## config.mk

```make
export PLATFORM = sky130hd
export DESIGN_NAME = ft_bus_arbiter
export DESIGN_NICKNAME = d
export VERILOG_FILES = /design/src/rtl/ft_bus_arbiter.sv
export SDC_FILE = /design/constraint.sdc
export NUM_CORES = 1
export LEC_CHECK = 0
export BUFFER_PORTS_ARGS = -buffer_cell sky130_fd_sc_hd__buf_2
export CAP_MARGIN = 40
export CORE_MARGIN = 5
export CORE_UTILIZATION = 29
export CTS_CLUSTER_DIAMETER = 60
export DETAILED_ROUTE_END_ITERATION = 10
export PLACE_DENSITY = 0.88
export SKIP_CTS_REPAIR_TIMING = 1
export SYNTH_ARGS = -nofsm -noshare
export SYNTH_HDL_FRONTEND = slang
export SYNTH_SLANG_ARGS = --single-unit
```

## constraint.sdc

```tcl
create_clock -name clk -period 1.5 [get_ports clk]
set_input_delay 0.075 -clock clk [delete_from_list [all_inputs] [get_ports clk]]
set_output_delay 0.075 -clock clk [all_outputs]
set_load 0.005 [all_outputs]
```

## src/rtl/ft_bus_arbiter.sv

```systemverilog
// rtl/ft_bus_arbiter.sv - FT601 shared-bus burst scheduler between the A2F write path and F2A read path
module ft_bus_arbiter #(
    parameter int FT_DATA_WIDTH = 32,
    parameter int BURST_WORDS   = 32,
    parameter int CNT_WIDTH     = 8
) (
    input  logic                     clk,
    input  logic                     reset_n,
    input  logic                     en,
    input  logic                     ft_txe_n,
    input  logic                     ft_rxf_n,
    output logic                     ft_oe_n,
    output logic                     ft_wr_n,
    output logic                     ft_rd_n,
    input  logic [FT_DATA_WIDTH-1:0] ft_data_in,
    output logic [FT_DATA_WIDTH-1:0] ft_data_out,
    output logic [3:0]               ft_be_out,
    output logic                     ft_bus_oe,
    input  logic [FT_DATA_WIDTH-1:0] a2f_data,
    input  logic [CNT_WIDTH-1:0]     a2f_count,
    output logic                     a2f_rd_en,
    output logic [FT_DATA_WIDTH-1:0] f2a_data,
    output logic                     f2a_wr_en,
    input  logic [CNT_WIDTH-1:0]     f2a_free,
    output logic                     busy,
    output logic                     dir_wr
);

    localparam int WC_W = $clog2(BURST_WORDS + 1);
    localparam logic [CNT_WIDTH-1:0] BURST_LVL  = CNT_WIDTH'(BURST_WORDS);
    localparam logic [WC_W-1:0]      BURST_LAST = WC_W'(BURST_WORDS - 1);

    typedef enum logic [2:0] {
        S_IDLE,
        S_WR_BURST,
        S_RD_OE,
        S_RD_BURST,
        S_GAP
    } state_t;

    state_t          state_q, state_d;
    logic [WC_W-1:0] word_cnt_q, word_cnt_d;
    logic            last_dir_wr_q, last_dir_wr_d;
    logic            oe_n_q, wr_n_q, rd_n_q, bus_oe_q, busy_q;

    logic wr_req;
    logic rd_req;

    // A burst may only start when a full burst fits on both sides.
    assign wr_req = en & ~ft_txe_n & (a2f_count >= BURST_LVL);
    assign rd_req = en & ~ft_rxf_n & (f2a_free >= BURST_LVL);

    // FIFO handshakes follow the FT flags within the same cycle so a word
    // refused by the FT601 is never popped or pushed.
    assign a2f_rd_en   = (state_q == S_WR_BURST) & ~ft_txe_n;
    assign f2a_wr_en   = (state_q == S_RD_BURST) & ~ft_rxf_n;
    assign f2a_data    = ft_data_in;
    assign ft_data_out = a2f_data;
    assign ft_be_out   = 4'hF;

    assign ft_oe_n   = oe_n_q;
    assign ft_wr_n   = wr_n_q;
    assign ft_rd_n   = rd_n_q;
    assign ft_bus_oe = bus_oe_q;
    assign busy      = busy_q;
    assign dir_wr    = last_dir_wr_q;

    // Next-state logic: direction choice in IDLE, burst length / flag based exits.
    always_comb begin
        state_d       = state_q;
        word_cnt_d    = word_cnt_q;
        last_dir_wr_d = last_dir_wr_q;
        case (state_q)
            S_IDLE: begin
                // On a tie the direction not served last wins.
                if (wr_req && (!rd_req || !last_dir_wr_q)) begin
                    state_d       = S_WR_BURST;
                    last_dir_wr_d = 1'b1;
                    word_cnt_d    = '0;
                end else if (rd_req) begin
                    state_d       = S_RD_OE;
                    last_dir_wr_d = 1'b0;
                    word_cnt_d    = '0;
                end
            end
            S_WR_BURST: begin
                if (ft_txe_n) begin
                    state_d = S_GAP;
                end else begin
                    word_cnt_d = word_cnt_q + 1'b1;
                    if (word_cnt_q == BURST_LAST) begin
                        state_d = S_GAP;
                    end
                end
            end
            S_RD_OE: begin
                state_d = S_RD_BURST;
            end
            S_RD_BURST: begin
                if (ft_rxf_n) begin
                    state_d = S_GAP;
                end else begin
                    word_cnt_d = word_cnt_q + 1'b1;
                    if (word_cnt_q == BURST_LAST) begin
                        state_d = S_GAP;
                    end
                end
            end
            S_GAP: begin
                state_d = S_IDLE;
            end
            default: begin
                state_d = S_IDLE;
            end
        endcase
    end

    // State, burst counter and direction history; reset abandons any burst.
    always_ff @(posedge clk or negedge reset_n) begin
        if (!reset_n) begin
            state_q       <= S_IDLE;
            word_cnt_q    <= '0;
            last_dir_wr_q <= 1'b0;
        end else begin
            state_q       <= state_d;
            word_cnt_q    <= word_cnt_d;
            last_dir_wr_q <= last_dir_wr_d;
        end
    end

    // Strobes are registered decodes of the next state so they are glitch-free at the pins.
    always_ff @(posedge clk or negedge reset_n) begin
        if (!reset_n) begin
            oe_n_q   <= 1'b1;
            wr_n_q   <= 1'b1;
            rd_n_q   <= 1'b1;
            bus_oe_q <= 1'b0;
            busy_q   <= 1'b0;
        end else begin
            oe_n_q   <= !((state_d == S_RD_OE) || (state_d == S_RD_BURST));
            wr_n_q   <= (state_d != S_WR_BURST);
            rd_n_q   <= (state_d != S_RD_BURST);
            bus_oe_q <= (state_d == S_WR_BURST);
            busy_q   <= (state_d != S_IDLE);
        end
    end

endmodule

```

==> Word-level counts from Yosys, hierarchy flattened <==
Index checks and enable logic that the tools add are counted.
{ "classes": {"n_eq_ne": 12, "order_cmp": 2, "muxes": 13, "n_bitwise": 8, "addsub": 1, "reduce_logical": 12} }
{ "op_table": {"columns": ["op", "count"], "rows": [
  ["2-to-1 mux 6 bit", 4],
  ["one-hot mux 6 bit (3 select lines)", 1],
  ["greater-or-equal comparator 8 x 6 -> 1 bit (second input constant)", 2],
  ["2-to-1 mux 3 bit", 5],
  ["== test 3 x 2 -> 1 bit (second input constant)", 4],
  ["one-hot mux 3 bit (4 select lines)", 1],
  ["adder 6 x 1 -> 6 bit (second input constant)", 1],
  ["AND 1 bit", 6],
  ["== test 3 x 1 -> 1 bit (second input constant)", 2],
  ["== test 6 x 5 -> 1 bit (second input constant)", 1],
  ["nonzero test 3 bit", 2],
  ["!= test 2 bit (second input constant)", 2],
  ["AND reduction 4 bit", 1],
  ["logical NOT 1 bit", 3],
  ["logical NOT 3 bit", 1],
  ["!= test 3 x 1 -> 1 bit (second input constant)", 1],
  ["!= test 3 x 2 -> 1 bit (second input constant)", 1],
  ["!= test 3 bit (second input constant)", 1],
  ["logical OR 1 bit", 2],
  ["2-to-1 mux 1 bit", 2],
  ["NOT 1 bit", 2],
  ["AND reduction 2 bit", 1],
  ["nonzero test 2 bit", 1],
  ["logical AND 1 bit", 1]
]} }
{ "word_totals": {"out_inout_bits": 76, "in_bits": 85, "register_bits": 15, "word_cells": 56} }

==> Longest topological paths before layout <==
{ "depth": {"word_depth": 11, "ltp_mapped": 5, "depth_no_buf": 5} }

==> Worst setup path before layout <==
No wires, ideal clock.
{ "synth_path": {"kind": "register -> register", "start": "register state_q[0]", "end": "register last_dir_wr_q (netlist: dir_wr)", "arrival_ns": 1.361, "n_path_buf": 0, "setup_ns": 0.125, "path_slack_ns": 0.014, "stages_incl_launch_ff": 5, "required_time_ns": 1.375, "synth_period_minus_slack_ns": 1.486, "cell_sequence": "dfrtp_1 > or3_4 > and4bb_1 > inv_1 > mux2_4"} }
{ "synth_between": {"elab_chain_len": 2} }
{ "synth_lines": {"columns": ["element", "line", "source"], "rows": [
  ["from (decl)", "41", "state_t state_q, state_d;"],
  ["from (signal assigned)", "125", "state_q <= state_d;"],
  ["logical NOT 3 bit", "73", "case (state_q)"],
  ["AND reduction 2 bit (no source line)", null, null],
  ["to (signal assigned)", "127", "last_dir_wr_q <= last_dir_wr_d;"],
  ["to (decl)", "43", "logic last_dir_wr_q, last_dir_wr_d;"]
]} }
Every way passes these cells.
A chain may end at the register's enable or synchronous reset.

==> Worst setup path after layout <==
{ "layout_path": {"start": "register word_cnt_q[1]", "end": "register rd_n_q (netlist: ft_rd_n)"} }
{ "layout_between": {"elab_chain_len": 5, "elab_cells_between_ends": 6, "cone_classes": "eq/ne (2); mux (4)"} }
{ "layout_lines": {"columns": ["element", "line", "source"], "rows": [
  ["from (decl)", "42", "logic [WC_W-1:0] word_cnt_q, word_cnt_d;"],
  ["from (signal assigned)", "126", "word_cnt_q <= word_cnt_d;"],
  ["== test 6 x 5 -> 1 bit *", "91, 104", null],
  ["2-to-1 mux 3 bit *", "91, 104", null],
  ["2-to-1 mux 3 bit, on equally long branches", "100, 87", null],
  ["one-hot mux 3 bit (4 select lines) *", "73", null],
  ["!= test 3 x 2 -> 1 bit *", "142", "rd_n_q <= (state_d != S_RD_BURST);"],
  ["to (signal assigned)", "142", null],
  ["to (decl)", "44", "logic oe_n_q, wr_n_q, rd_n_q, bus_oe_q, busy_q;"]
]} }
Every way passes the cells marked *; elsewhere a longest branch is shown, timed or not.

==> tab_implementation.tex <==
\begin{tabular}{lr}
\hline
Metric & Value \\
\hline
\multicolumn{2}{l}{\textbf{Outcome}} \\
Run status & finished with violations \\
Violated checks & negative setup slack \\
\multicolumn{2}{l}{\textbf{Logic synthesis}} \\
Register area share after synthesis & between 20\% and 30\% \\
Gate count after technology mapping & 145 \\
Synth unique cells & 40 \\
Post-synthesis xor/xnor area fraction & 1.35\% \\
Netlist area before placement & 1300 sq um \\
Compound-gate portion of the synthesized area & 7.70\% \\
Simple-Gate Fraction of Synth Area & 17.9\% \\
Yosys warns & 0 \\
Synthesized-area fraction occupied by adder cells & 0.962\% \\
Count of state elements after synthesis & 15 \\
Share of cell area taken by muxes after synthesis & 1.92\% \\
Combinational family with the most area after synthesis & buffers and inverters \\
Post-Syn Area per Cell & 8.97 sq um \\
\multicolumn{2}{l}{\textbf{CTS}} \\
Skew-Pair Late Insertion Delay & approximately 0.25 ns \\
CTS tree & yes \\
H-tree Lvls & 1 \\
Clock tree root driver cell & sky130\_fd\_sc\_hd\_\_clkbuf\_8 \\
Worst-path clk slew & 0.06 ns \\
Number of buffers created by CTS & 3 \\
Clock sink count & 15 \\
Clock buffer depth & 2 \\
\multicolumn{2}{l}{\textbf{STA}} \\
Hold Fails Final Rpt & 0 \\
Crit path time final & 1.52 ns \\
Final worst-path cycle share & 101\% \\
Setup violations, final & 2 \\
Largest clock skew in the final design & 0.00124 ns \\
Number of max-slew violations in the final report & 0 \\
Maximum clock frequency & 658 MHz \\
Worst Setup Slack, final & -0.0208 ns \\
Worst hold slack & 0.150 ns \\
Unrepaired setup endpoints after global routing & true \\
\multicolumn{2}{l}{\textbf{Critical path}} \\
Element type at the critical path start & register \\
Kind of critical path & reg -> reg \\
Kind of end point of the critical path & register \\
Delay of the slowest cell on the worst path & 0.47 ns \\
Required time worst endpoint & 1.69 ns \\
Crit path DAT & 1.71 ns \\
Standard cell with the maximum stage delay on the critical path & sky130\_fd\_sc\_hd\_\_a2111oi\_4 \\
Crit path cell chain & ha\_2, and3\_4, a2111oi\_4, buf\_4, inv\_2 \\
Family with the most delay on the worst path & compound AO/OA/AOI/OAI gates \\
Count of buffer and inverter cells on the critical path & 2 \\
Largest driver fanout on the critical path & 4 \\
\multicolumn{2}{l}{\textbf{Route}} \\
Number of DRC markers after the initial detailed-route iteration & 48 \\
Total via count in the routed design & just under 800 \\
Number of iterations in the first detailed-routing pass & 4 \\
Total wirelength of the detailed-routed design & 2160 um \\
Antenna violation net count after detailed routing & 0 \\
Post-DR wirelength/cell & 12.8 um \\
Vias/cell & 4.64 \\
Drc violations & 0 \\
\multicolumn{2}{l}{\textbf{Placement}} \\
Area of placed instances & 1020 sq um \\
Count of placed standard cells including taps & 159 \\
I/O Buffers & 18 \\
Post-DP HPWL & around 1600 um \\
Placer Congestion & 0.819 \\
\multicolumn{2}{l}{\textbf{Final layout}} \\
Number of antenna cells inserted & 0 \\
Number of nets at the end of the flow & 204 \\
Share of final-layout standard cells stronger than drive strength 1 & $\sim$47\% \\
Filler cells & between 400 and 500 \\
Number of standard cells in the layout, taps in and fillers out & 169 \\
Area grow syn2layout & -10.0\% \\
Design Area, Final & 1170 sq um \\
\multicolumn{2}{l}{\textbf{Power and ir drop}} \\
Maximum ir drop on the vdd rail & 0.388 mV \\
P\_leak & 0.529 nW \\
Power density normalized to cell area & 1500 nW/um\^{}2 \\
\multicolumn{2}{l}{\textbf{Floorplan}} \\
Die width & 77.0 um \\
Starting density of the core & 29.9\% \\
FP Rows & 24 \\
Floorplan die height & 77.0 um \\
Core region area & between 4000 and 5000 sq um \\
Die Area & $\sim$5900 sq um \\
Number of ports placed on the die boundary & $\sim$160 \\
\multicolumn{2}{l}{\textbf{Global routing}} \\
Global-route wire length before repair & between 3000 and 4000 um \\
Global route total overflow & 0 \\
Gr usage total & 6.65\% \\
Initial antenna violation count & 0 \\
Maximum number of pins on one net before global-route repair & 16 \\
Number of global-route vias before repair & 724 \\
\multicolumn{2}{l}{\textbf{Flow run}} \\
Number of max-cap violations & 0 \\
\multicolumn{2}{l}{\textbf{Min path}} \\
Worst hold-check path type & in -> out \\
\hline
\end{tabular}
-- per-stage QoR --
step / total power, W / setup TNS, ns / setup slack [ns] / utilization [%]
floorplan: 0.00115 / 0 / 0.0141 / -
global placement: 0.00127 / -0.0207 / -0.0122 / 23.5
detailed placement: 0.00130 / -0.0953 / -0.0461 / 23.5
CTS: 0.00163 / -0.472 / -0.104 / 24.6
global route: 0.00188 / -0.254 / -0.0761 / 26.9
finish: 0.00175 / -0.0353 / -0.0208 / 26.9
-- cell type report --
cell class / instances / area [sq um] / area share, %
inverter: 5 / 18.8 / 1.60
sequential: 15 / 380 / 32.5
clock inverter: 1 / 5.00 / 0.428
tap: 52 / 65.1 / 5.56
timing repair buffer: 33 / 205 / 17.5
multi-input combinational: 60 / 454 / 38.8
clock buffer: 3 / 41.3 / 3.53
-- final timing paths --
| kind | startpoint | end | slack [ns] | cells after the start |
|---|---|---|---|---|
| max | word_cnt_q[1] | ft_rd_n | -0.02 | 5 |
| min | ft_data_in[0] | f2a_data[0] | 0.15 | 0 |
| max in group asynchronous | reset_n | ft_wr_n | 0.97 | 2 |
| min in group asynchronous | reset_n | state_q[2] | 0.25 | 2 |
| max reg2reg | word_cnt_q[1] | ft_rd_n | -0.02 | 5 |
| min reg2reg | word_cnt_q[2] | word_cnt_q[2] | 0.56 | 2 |
-- synth_stat cells --
cell type                   count  area (sq um)
sky130_fd_sc_hd__a2111oi_2      1          15.0
sky130_fd_sc_hd__a211oi_1       1          7.51
sky130_fd_sc_hd__a21oi_1        3          15.0
sky130_fd_sc_hd__a22o_1         1          8.76
sky130_fd_sc_hd__a22oi_1        1          7.51
sky130_fd_sc_hd__and2_1         3          18.8
sky130_fd_sc_hd__and3_1         2          12.5
sky130_fd_sc_hd__and3b_1        1          8.76
sky130_fd_sc_hd__and4bb_1       1          12.5
sky130_fd_sc_hd__buf_4         68           510
sky130_fd_sc_hd__conb_1         1          3.75
sky130_fd_sc_hd__dfrtp_1       12           300
sky130_fd_sc_hd__dfstp_2        3          78.8
sky130_fd_sc_hd__ha_1           1          12.5
sky130_fd_sc_hd__inv_1          5          18.8
sky130_fd_sc_hd__mux2_4         1          15.0
sky130_fd_sc_hd__mux2i_1        1          10.0
sky130_fd_sc_hd__nand2_1        5          18.8
sky130_fd_sc_hd__nand3_1        3          15.0
sky130_fd_sc_hd__nand3b_1       2          15.0
sky130_fd_sc_hd__nand4_1        1          6.26
sky130_fd_sc_hd__nand4b_1       1          8.76
sky130_fd_sc_hd__nor2_1         4          15.0
sky130_fd_sc_hd__nor2b_1        1          6.26
sky130_fd_sc_hd__nor3_1         3          15.0
sky130_fd_sc_hd__nor3b_1        1          7.51
sky130_fd_sc_hd__nor4bb_1       1          10.0
sky130_fd_sc_hd__o211ai_1       1          7.51
sky130_fd_sc_hd__o21ai_0        3          15.0
sky130_fd_sc_hd__o21bai_1       1          7.51
sky130_fd_sc_hd__o2bb2ai_1      1          8.76
sky130_fd_sc_hd__o31ai_1        1          7.51
sky130_fd_sc_hd__or2_2          3          18.8
sky130_fd_sc_hd__or2b_1         1          7.51
sky130_fd_sc_hd__or3_1          1          6.26
sky130_fd_sc_hd__or3_4          1          11.3
sky130_fd_sc_hd__or3b_1         1          8.76
sky130_fd_sc_hd__or4b_1         1          10.0
sky130_fd_sc_hd__xnor2_1        1          8.76
sky130_fd_sc_hd__xor2_1         1          8.76
-- power breakdown --
group | switching [W] | internal (W) | total (W) | leakage (nW)
sequential | 0.0000719 | 0.000563 | 0.000635 | 0.187
clock | 0.000145 | 0.000184 | 0.000329 | 0.0255
combinational | 0.000372 | 0.000418 | 0.000789 | 0.316
-- cells by family (layout without fill, tap and decap cells) --
kind of cell / Yosys count / count (layout)
AND/OR/NAND/NOR: 37 / 37
other: 1 / 4
AO/OA/AOI/OAI: 14 / 14
adder cells (fa/ha/maj): 1 / 1
multiplexers: 2 / 2
XOR/XNOR: 2 / 2
flip-flops: 15 / 15
buffers and inverters: 73 / 42
-- cell usage in the layout (no fill, tap or decap), drive strengths merged, types with 2 or more instances in the layout --
cell,instances
or2,3
dfstp,3
buf,32
and2,3
clkbuf,3
nand3,3
inv,5
o21ai,3
dfrtp,12
a21oi,3
nor3,3
or3,2
nand2,5
and3,2
nand3b,2
conb,4
nor2,4
-- flip-flops by register name, summed over array words and instances (netlist names) --
| name | flops |
|---|---|
| word_cnt_q | 6 |
| state_q | 3 |
| busy | 1 |
| dir_wr | 1 |
| ft_bus_oe | 1 |
| ft_oe_n | 1 |
| ft_rd_n | 1 |
| ft_wr_n | 1 |
-- per-layer routing --
layer | vias up | GRT usage (%) | wire, um
met5 | - | 0 | 0
met4 | 0 | 6.12 | 105
met3 | 17 | 3.63 | 265
met2 | 42 | 10.0 | 1020
met1 | 370 | 6.39 | 766
li1 | 356 | - | -
-- worst register-to-register path: stages, from the launching register on --
cell	delay [ns]
sky130_fd_sc_hd__dfrtp_1	0.38
sky130_fd_sc_hd__ha_2	0.20
sky130_fd_sc_hd__and3_4	0.20
sky130_fd_sc_hd__a2111oi_4	0.47
sky130_fd_sc_hd__buf_4	0.19
sky130_fd_sc_hd__inv_2	0.02
Note: power is estimated with default switching activity, not from simulation.
